--- config.mk ---
export PLATFORM = sky130hd
export DESIGN_NAME = slave_serial_port
export DESIGN_NICKNAME = d
export VERILOG_FILES = /design/src/rtl/slave_serial_port.sv
export SDC_FILE = /design/constraint.sdc
export NUM_CORES = 1
export LEC_CHECK = 0
export CORE_AREA = 2 2 43 65
export DETAILED_ROUTE_END_ITERATION = 6
export DIE_AREA = 0 0 45 67
export PLACE_DENSITY = 0.75
export SLEW_MARGIN = 15
export SYNTH_ARGS = -nofsm -noshare
export SYNTH_HDL_FRONTEND = slang
export SYNTH_SLANG_ARGS = --single-unit
--- constraint.sdc ---
create_clock -name clk -period 2 [get_ports clk]
set_input_delay 0.4 -clock clk [delete_from_list [all_inputs] [get_ports clk]]
set_output_delay 0.4 -clock clk [all_outputs]
set_load 0.005 [all_outputs]
--- src/rtl/slave_serial_port.sv ---
// Slave side of a select/ACK serial link: grants a frame only when the local
// receive buffer is free, otherwise parks in SPLIT_PEND until it can regrant.
module slave_serial_port #(
  parameter int DATA_W = 8,
  parameter int GAP    = 2
) (
  input  logic              clk,
  input  logic              rstn,
  input  logic              s_rx,
  output logic              s_tx,
  output logic [DATA_W-1:0] rx_data,
  output logic              rx_valid,
  input  logic              rx_ready,
  output logic              split_pend,
  output logic              busy
);

  localparam int CNT_W = $clog2(DATA_W) + 1;
  localparam int GAP_W = $clog2(GAP + 1) + 1;

  typedef enum logic [2:0] {
    IDLE,
    ACK,
    GAP_WAIT,
    RECV,
    SPLIT_PEND
  } state_t;

  state_t            state_q, state_d;
  logic              s_tx_q, s_tx_d;
  logic              rx_valid_q, rx_valid_d;
  logic [DATA_W-1:0] rx_data_q, rx_data_d;
  logic              split_q, split_d;
  logic              busy_q, busy_d;
  logic [CNT_W-1:0]  bit_cnt_q, bit_cnt_d;
  logic [GAP_W-1:0]  gap_cnt_q, gap_cnt_d;
  logic [DATA_W-1:0] shift_q, shift_d;

  logic buf_free;
  logic frame_done;

  // A grant is only ever given while the buffer is free, so a frame can never
  // land on top of one the consumer has not taken yet.
  assign buf_free = !rx_valid_q || rx_ready;

  always_comb begin
    state_d    = state_q;
    s_tx_d     = s_tx_q;
    rx_data_d  = rx_data_q;
    split_d    = split_q;
    bit_cnt_d  = bit_cnt_q;
    gap_cnt_d  = gap_cnt_q;
    shift_d    = shift_q;
    frame_done = 1'b0;

    case (state_q)
      IDLE: begin
        if (!s_rx) begin
          if (buf_free) begin
            state_d = ACK;
            s_tx_d  = 1'b0;
          end else begin
            state_d = SPLIT_PEND;
            split_d = 1'b1;
          end
        end
      end

      SPLIT_PEND: begin
        if (buf_free) begin
          state_d = ACK;
          s_tx_d  = 1'b0;
          split_d = 1'b0;
        end
      end

      ACK: begin
        gap_cnt_d = '0;
        bit_cnt_d = '0;
        shift_d   = '0;
        state_d   = (GAP == 0) ? RECV : GAP_WAIT;
      end

      GAP_WAIT: begin
        if (gap_cnt_q == GAP_W'(GAP - 1)) begin
          gap_cnt_d = '0;
          state_d   = RECV;
        end else begin
          gap_cnt_d = gap_cnt_q + GAP_W'(1);
        end
      end

      RECV: begin
        // LSB arrives first, so each new bit enters at the top and walks down.
        shift_d = {s_rx, shift_q[DATA_W-1:1]};
        if (bit_cnt_q == CNT_W'(DATA_W - 1)) begin
          frame_done = 1'b1;
          rx_data_d  = shift_d;
          s_tx_d     = 1'b1;
          bit_cnt_d  = '0;
          state_d    = IDLE;
        end else begin
          bit_cnt_d = bit_cnt_q + CNT_W'(1);
        end
      end

      default: begin
        state_d = IDLE;
        s_tx_d  = 1'b1;
        split_d = 1'b0;
      end
    endcase

    if (frame_done) begin
      rx_valid_d = 1'b1;
    end else if (rx_valid_q && rx_ready) begin
      rx_valid_d = 1'b0;
    end else begin
      rx_valid_d = rx_valid_q;
    end

    busy_d = (state_d != IDLE);
  end

  always_ff @(posedge clk or negedge rstn) begin
    if (!rstn) begin
      state_q    <= IDLE;
      s_tx_q     <= 1'b1;
      rx_valid_q <= 1'b0;
      rx_data_q  <= '0;
      split_q    <= 1'b0;
      busy_q     <= 1'b0;
      bit_cnt_q  <= '0;
      gap_cnt_q  <= '0;
      shift_q    <= '0;
    end else begin
      state_q    <= state_d;
      s_tx_q     <= s_tx_d;
      rx_valid_q <= rx_valid_d;
      rx_data_q  <= rx_data_d;
      split_q    <= split_d;
      busy_q     <= busy_d;
      bit_cnt_q  <= bit_cnt_d;
      gap_cnt_q  <= gap_cnt_d;
      shift_q    <= shift_d;
    end
  end

  assign s_tx       = s_tx_q;
  assign rx_valid   = rx_valid_q;
  assign rx_data    = rx_data_q;
  assign split_pend = split_q;
  assign busy       = busy_q;

endmodule

Word-level counts from Yosys, hierarchy flattened:

Index checks and enable logic that the tools add are counted.

* register bits: 30
* output and inout bits: 12

* add/sub/neg operators: 2
* equality and inequality tests: 10
* multiplexer cells: 23
* bitwise gates (word level): 2
* reduce and logical (&&, ||, !) cells: 13

Operators with widths (count)
* 3-bit 2-to-1 mux: 6
* 8-bit case mux with 2 select lines: 1
* 3-bit case mux with 5 select lines: 1
* 1-bit 2-to-1 mux: 10
* 2-bit != test (second input constant): 4
* 4-bit case mux with 2 select lines: 1
* 3-bit by 1-bit == test with 1-bit output (second input constant): 2
* 3-bit by 2-bit == test with 1-bit output (second input constant): 2
* 3-bit case mux with 2 select lines: 1
* 2-bit nonzero test: 3
* 4-bit by 1-bit adder with 4-bit output (second input constant): 1
* 4-bit by 3-bit == test with 1-bit output (second input constant): 1
* 4-bit 2-to-1 mux: 1
* 1-bit case mux with 4 select lines: 1
* 4-bit AND reduction: 1
* 3-bit by 1-bit adder with 3-bit output (second input constant): 1
* 3-bit == test (second input constant): 1
* 3-bit logical NOT: 1
* 1-bit case mux with 3 select lines: 1
* 3-bit AND reduction: 1
* 3-bit nonzero test: 1
* 3-bit OR reduction: 1
* 1-bit inverter: 2
* 2-bit AND reduction: 1
* other kinds (4): 4

Logic depth before layout (Yosys ltp):

Gate-level depths: netlist (run 1).

* depth in word-level cells: 6
* mapped depth: 4
* gate-level depth less buffers: 4

Least setup slack after synthesis (run 1):

Ideal clock, no wire load.

* kind: flip-flop to flip-flop
* from: register bit_cnt_q[0]
* to: register rx_data_q[7] (netlist: rx_data[7])
* arrival time: 1.450 ns
* setup slack: 0.425 ns
* period minus slack after synthesis: 1.575 ns
* buffers on the path: 0
* data required time: 1.875 ns
* cell stages (with the launch flop): 5
* cell sequence: dfrtp_1 -> ha_1 -> and3b_2 -> nor3b_4 -> mux2_2

* cells in the longest elaborated chain, start to end: 2

RTL lines
* start, declared: line 35 `logic [CNT_W-1:0] bit_cnt_q, bit_cnt_d;`
* start signal, assigned: line 143 `bit_cnt_q <= bit_cnt_d;`
* 4-bit by 3-bit == test with 1-bit output: line 96 `if (bit_cnt_q == CNT_W'(DATA_W - 1)) begin`
* 2-bit AND reduction (no source line)
* end signal, assigned: line 140 `rx_data_q <= rx_data_d;`
* end, declared: line 32 `logic [DATA_W-1:0] rx_data_q, rx_data_d;`

Every way passes these cells.
A chain may end at the register's enable or synchronous reset.

Worst setup path in the final report (run 1):

* from: register bit_cnt_q[0]
* to: register rx_data_q[2] (netlist: rx_data[2])

Same word-level chain as after synthesis.

==> impl_metrics.json, run 1 <==
{
  "htree_levels": 2,
  "die_x_um": 45,
  "viasPerCell": 5.72,
  "ys_seq_area_share_pct": 57.4,
  "area_growth_pct": 19.2,
  "grt_pass1_wl_mm": 3.80,
  "slowest_stage": "nor3b_4",
  "cts_made_buffers": 5,
  "wl_per_cell_um": 13.6,
  "setup_tns_ns": 0,
  "crit_buf_inv": 0,
  "postSynthCellCount": 119,
  "crit_family": "simple AND/OR/NAND/NOR gates",
  "via_count": 938,
  "drtIter0Drc": 30,
  "gp_congestion": 0.733,
  "critPathMaxStageDelay_ns": 0.44,
  "n_antenna_cell": 0,
  "fin_hold_ws_ns": 0.446,
  "synth_seq_cells": 29,
  "timing.critical_path.required_ns": 2.21,
  "layout.cells.most_common": "dfrtp_1",
  "synthArstFlopShare_pct": 100,
  "rsz0062_at_grt": "no",
  "core_um2": 2420,
  "synth.cell_area_um2": 1270,
  "grt_pass1_vias": 867,
  "rows": 22,
  "worst_slew_pin_slew_ns": 0.476,
  "multi_input_area_um2": 505,
  "cts_tree": "done",
  "start_kind": "flop",
  "synth_edf_count": 0,
  "criticalPathCategory": "flop to flop",
  "cts.clk_slew.worst_paths_ns": 0.09,
  "nets": 144,
  "drc": 0,
  "p_leak_nw": 0.688,
  "p_comb_share_pct": 40.3,
  "slew_violations": 0,
  "dieArea_um2": 3020,
  "io_buffers": 15,
  "p_sw_uw": 770,
  "ir_drop_uv": 767,
  "finalSetupViolations": 0,
  "io_pins": 16,
  "hpwlAfterDp_mm": 1.48,
  "postCtsHoldBufs": 0,
  "grt_max_degree": 30,
  "cts_buffer_depth": 2,
  "synth_top_area_share_pct": 55.3,
  "regArea_um2": 727,
  "max_freq_ghz": 0.564,
  "skew_ns": 0.00870,
  "final_cell_mix": "dfrtp_1 (28), nand2_1 (19), clkdlybuf4s50_1 (15)",
  "worstPathArrival_ns": 1.98,
  "min_path_type": "input pin to async pin",
  "crit_path_start": "bit_cnt_q[0]",
  "endpoint_kind": "flop",
  "avgSynthCellArea_um2": 10.6,
  "synth.area.top_cells": "dfrtp_1 (55%), mux2_2 (7.1%), nand2_1 (5.6%), o21ai_0 (5.5%), nand3_1 (2.8%)",
  "start_util_pct": 52.3,
  "cp_max_fo": 9,
  "hold_violations": 0,
  "cts_resized": 0,
  "fillers": 206,
  "swShare_pct": 34.8,
  "syn_nets": 124,
  "post_cts_buffers": 0,
  "slew_headroom_pct": 68.3,
  "instances_no_fill": 164,
  "drv_cap": 0,
  "clock_latency_ns": 0.33,
  "ys_warn_count": 0,
  "synthFlopType": "dfrtp_1",
  "antenna_found_initial": 0,
  "p_int_mw": 1.44,
  "dieHeight_um": 67,
  "post_dp_cell_area_um2": 1450,
  "drive_gt1_share_pct": 17.1,
  "yosysTopAreaCell": "dfrtp_1",
  "status": "complete, no violations",
  "power.share.sequential_pct": 44.3,
  "detail_route.first_pass.iterations": 4,
  "regToRegStartpoint": "bit_cnt_q[0]",
  "fin_util_pct": 62.3,
  "yosysUniqueCellTypes": 32,
  "gr-total-overflow": 0,
  "p_per_area_nw_per_um2": 1470,
  "postLayoutCellArea_um2": 1510,
  "period_share_pct": 88.6,
  "cts.sinks": 29,
  "ant_nets": 0,
  "wl_mm": 2.23,
  "root_buffer": "clkbuf_4",
  "cp_cell_sequence": "ha_1, and3b_2, nor3b_4, mux2_2",
  "layout_min_cycle_time_ns": 1.77,
  "clkPwrFrac_pct": 15.4,
  "track_usage_pct": 17.7,
  "dp_cells": 156
}
[final timing paths]
kind | endpoint | depth (start not counted) | slack (ns)
setup / recovery | rx_data[2] | 4 | 0.23
hold / removal | shift_q[1] | 2 | 0.45
setup reg to reg | rx_data[2] | 4 | 0.23
hold reg to reg | shift_q[1] | 2 | 0.50
max in group asynchronous | s_tx | 2 | 1.24
min in group clk | shift_q[1] | 2 | 0.50
[area by class of cell]
cell class                      instances  area share, %
Clock buffer                            5           2.49
Clock inverter                          3           1.16
Timing Repair Buffer                   19           11.9
Tap cell                               24           1.99
Multi-Input combinational cell         81           33.5
Sequential cell                        29           48.2
Inverter                                3          0.746
[synth_stat cells (2+ instances only)]
library cell and n:
a21oi_1 3, o21ai_0 14, mux2_2 8, nand2_1 19, clkbuf_1 6, inv_1 3
nand3_1 7, dfrtp_1 28, nor2_1 3, nand3b_1 2, a21o_1 2, nor3_1 2
nand2b_1 3
[layer usage]
metal	share of wire (%)	vias up	wire (um)	GRT usage, %
li1	-	456	-	-
met3	4.7	6	104	5.96
met2	48	22	1070	28.6
met4	2.2	0	49	8.82
met1	45	454	1000	20.2
met5	0	-	0	0
[stage by stage]
stage / power [mW] / worst slack (ns)
finish: 2.21 / 0.228
floorplan: 1.51 / 0.425
global placement: 1.85 / 0.274
global route: 2.40 / 0.0851
detailed placement: 1.89 / 0.233
CTS: 2.24 / 0.215
[flip-flops by register name, indices dropped and copies added (netlist names)]
name	flops
split_pend	1
rx_data	8
state_q	3
busy	1
bit_cnt_q	4
rx_valid	1
shift_q	7
s_tx	1
gap_cnt_q	3
[logic make-up (layout without fill, tap and decap cells)]
logic type / after synthesis / in the layout / share of synthesized area, %
and+or+nand+nor: 45 / 45 / 18.8
AOI/OAI and AO/OA: 25 / 25 / 11.6
muxes: 9 / 9 / 7.91
buffers and inverters: 9 / 30 / 2.67
xor gates and xnor gates: 1 / 1 / 0.692
DFF: 29 / 29 / 57.4
adders and majority gates: 1 / 1 / 0.988
[power groups by stage]
stage,registers (mW),logic (mW),clock network [mW]
floorplan,0.985,0.528,0
global placement,0.980,0.869,0
detailed placement,0.993,0.899,0
CTS,0.984,0.905,0.355
global route,1.01,1.01,0.378
finish,0.981,0.892,0.342
Note: power is estimated with default switching activity, not from simulation.
==> run 2, diff against run 1 <==
--- a/config.mk
+++ b/config.mk
@@ -6,9 +6,11 @@
 export NUM_CORES = 1
 export LEC_CHECK = 0
 export CORE_AREA = 2 2 43 65
+export CTS_CLUSTER_DIAMETER = 40
 export DETAILED_ROUTE_END_ITERATION = 6
 export DIE_AREA = 0 0 45 67
 export PLACE_DENSITY = 0.75
+export RECOVER_POWER = 100
 export SLEW_MARGIN = 15
 export SYNTH_ARGS = -nofsm -noshare
 export SYNTH_HDL_FRONTEND = slang
==> impl_metrics.json, run 2 (synthesis gave the netlist of run 1 again) <==
{
  "io_buffers": 15,
  "viasPerCell": 5.71,
  "p_leak_nw": 0.693,
  "drv_cap": 0,
  "drtIter0Drc": 30,
  "post_cts_buffers": 0,
  "gr-total-overflow": 0,
  "ir_drop_uv": 757,
  "dp_cells": 156,
  "ant_nets": 0,
  "r2r-end": "rx_data[2]",
  "rows": 22,
  "die_x_um": 45,
  "swShare_pct": 35.5,
  "largest_reg_flops": 8,
  "wl_per_cell_um": 13.6,
  "grt_max_degree": 30,
  "endpoint_kind": "output port",
  "grt_pass1_vias": 867,
  "slowest_stage": "dlygate4sd3_1",
  "hold_violations": 0,
  "start_kind": "flop",
  "instances_no_fill": 164,
  "slew_headroom_pct": 36.0,
  "detail_route.first_pass.iterations": 4,
  "min_from": "shift_q[1]",
  "wl_mm": 2.23,
  "critPathMaxStageDelay_ns": 0.57,
  "p_int_mw": 1.39,
  "setup_ws_ns": 0.169,
  "p_per_area_nw_per_um2": 1440,
  "root_buffer": "clkbuf_4",
  "cp_cell_sequence": "dlygate4sd3_1",
  "met2WireLength_mm": 1.06,
  "nets": 144,
  "slew_violations": 0,
  "worstPathArrival_ns": 1.43,
  "gp_congestion": 0.733,
  "timing.critical_path.required_ns": 1.60,
  "criticalPathCategory": "flop to output port",
  "track_usage_pct": 17.7,
  "final_cell_mix": "dfrtp_1 (28), nand2_1 (19), o21ai_0 (14)",
  "regToRegStartpoint": "bit_cnt_q[0]",
  "cts_tree": "done",
  "wl_met1_mm": 1.02,
  "drc": 0,
  "finalSetupViolations": 0,
  "dieHeight_um": 67,
  "rr_worst_depth": 4,
  "min_path_type": "flop to flop",
  "via_count": 936,
  "clkPwrFrac_pct": 15.9,
  "cts_buffer_depth": 2,
  "hpwlAfterDp_mm": 1.48,
  "htree_levels": 2,
  "whs_path_depth": 2,
  "fin_hold_ws_ns": 0.500,
  "max_freq_ghz": 0.546,
  "cp_max_fo": 2,
  "period_share_pct": 91.6,
  "antenna_found_initial": 0,
  "dieArea_um2": 3020,
  "setup_tns_ns": 0,
  "crit_buf_inv": 1,
  "skew_ns": 0.00682,
  "area_growth_pct": 18.4,
  "rsz0062_at_grt": "no",
  "grt_pass1_wl_mm": 3.80,
  "total_power_mw": 2.16,
  "io_pins": 16,
  "cts.clk_slew.worst_paths_ns": 0.09,
  "cts.sinks": 29,
  "status": "complete, no violations",
  "layout_min_cycle_time_ns": 1.83,
  "clock_latency_ns": 0.32,
  "drive_gt1_share_pct": 15.7,
  "power.share.sequential_pct": 45.2,
  "worst_slew_pin_slew_ns": 0.959,
  "maxUsedRoutingLayer": "met4",
  "wl_met3_um": 101,
  "pre_cts_ws_ns": 0.233,
  "start_util_pct": 52.3,
  "cts_made_buffers": 5,
  "postCtsHoldBufs": 0,
  "core_um2": 2420,
  "whs_endpoint": "shift_q[1]",
  "n_antenna_cell": 0,
  "layout.cells.most_common": "dfrtp_1",
  "p_comb_share_pct": 38.9,
  "p_sw_uw": 766,
  "crit_family": "buffers and inverters",
  "cts_resized": 0,
  "r2r_slack_ns": 0.21
}
## run 2: cell count changes in the layout (fill, tap and decap cells not counted)
cell             change
clkbuf_2             +2
buf_4                -3
clkbuf_1             +1
dlygate4sd3_1       +13
clkdlybuf4s50_1     -13
and3b_1              +1
and3b_2              -1
## run 2: area by class of cell
class | instances | area, um2
Inverter | 3 | 11.3
Clock inverter | 3 | 17.5
Fill cell | 211 | 923
Multi-Input combinational cell | 81 | 504
Sequential cell | 29 | 727
Clock buffer | 5 | 37.5
Timing Repair Buffer | 19 | 171
Tap cell | 24 | 30.0
## run 2: metrics by stage
step / utilization [%] / cell area [um2]
2_1_floorplan: - / 1270
3_3_place_gp: 60.0 / 1450
3_5_place_dp: 60.0 / 1450
4_1_cts: 62.3 / 1510
5_1_grt: 61.9 / 1500
6_report: 61.9 / 1500
## run 2: worst max-delay path by stage
| stage | start | end | slack [ns] | cells past startpoint |
|---|---|---|---|---|
| floorplan | bit_cnt_q[0] | rx_data[7] | 0.42 | 4 |
| global placement | bit_cnt_q[0] | rx_data[4] | 0.27 | 4 |
| detailed placement | bit_cnt_q[0] | rx_data[6] | 0.23 | 4 |
| CTS | s_tx | s_tx | 0.22 | 1 |
| global route | bit_cnt_q[0] | rx_data[3] | 0.05 | 4 |
| finish | s_tx | s_tx | 0.17 | 1 |
## run 2: worst reg2reg max path, stage by stage (launching register included)
cell and delay, ns:
dfrtp_1 0.40, ha_1 0.20, and3b_1 0.23, nor3b_4 0.45
mux2_2 0.39
## run 2: power groups by stage
stage               clock network (mW)  registers [mW]  logic [mW]
floorplan                            0           0.985       0.528
global placement                     0           0.980       0.869
detailed placement                   0           0.993       0.899
CTS                              0.355           0.984       0.905
global route                     0.378            1.01       0.956
finish                           0.342           0.975       0.839
## run 2: layer usage
metal / global-route usage [%] / up-vias
met5: 0 / -
li1: - / 458
met1: 20.2 / 451
met2: 28.6 / 22
met3: 5.96 / 5
met4: 8.82 / 0
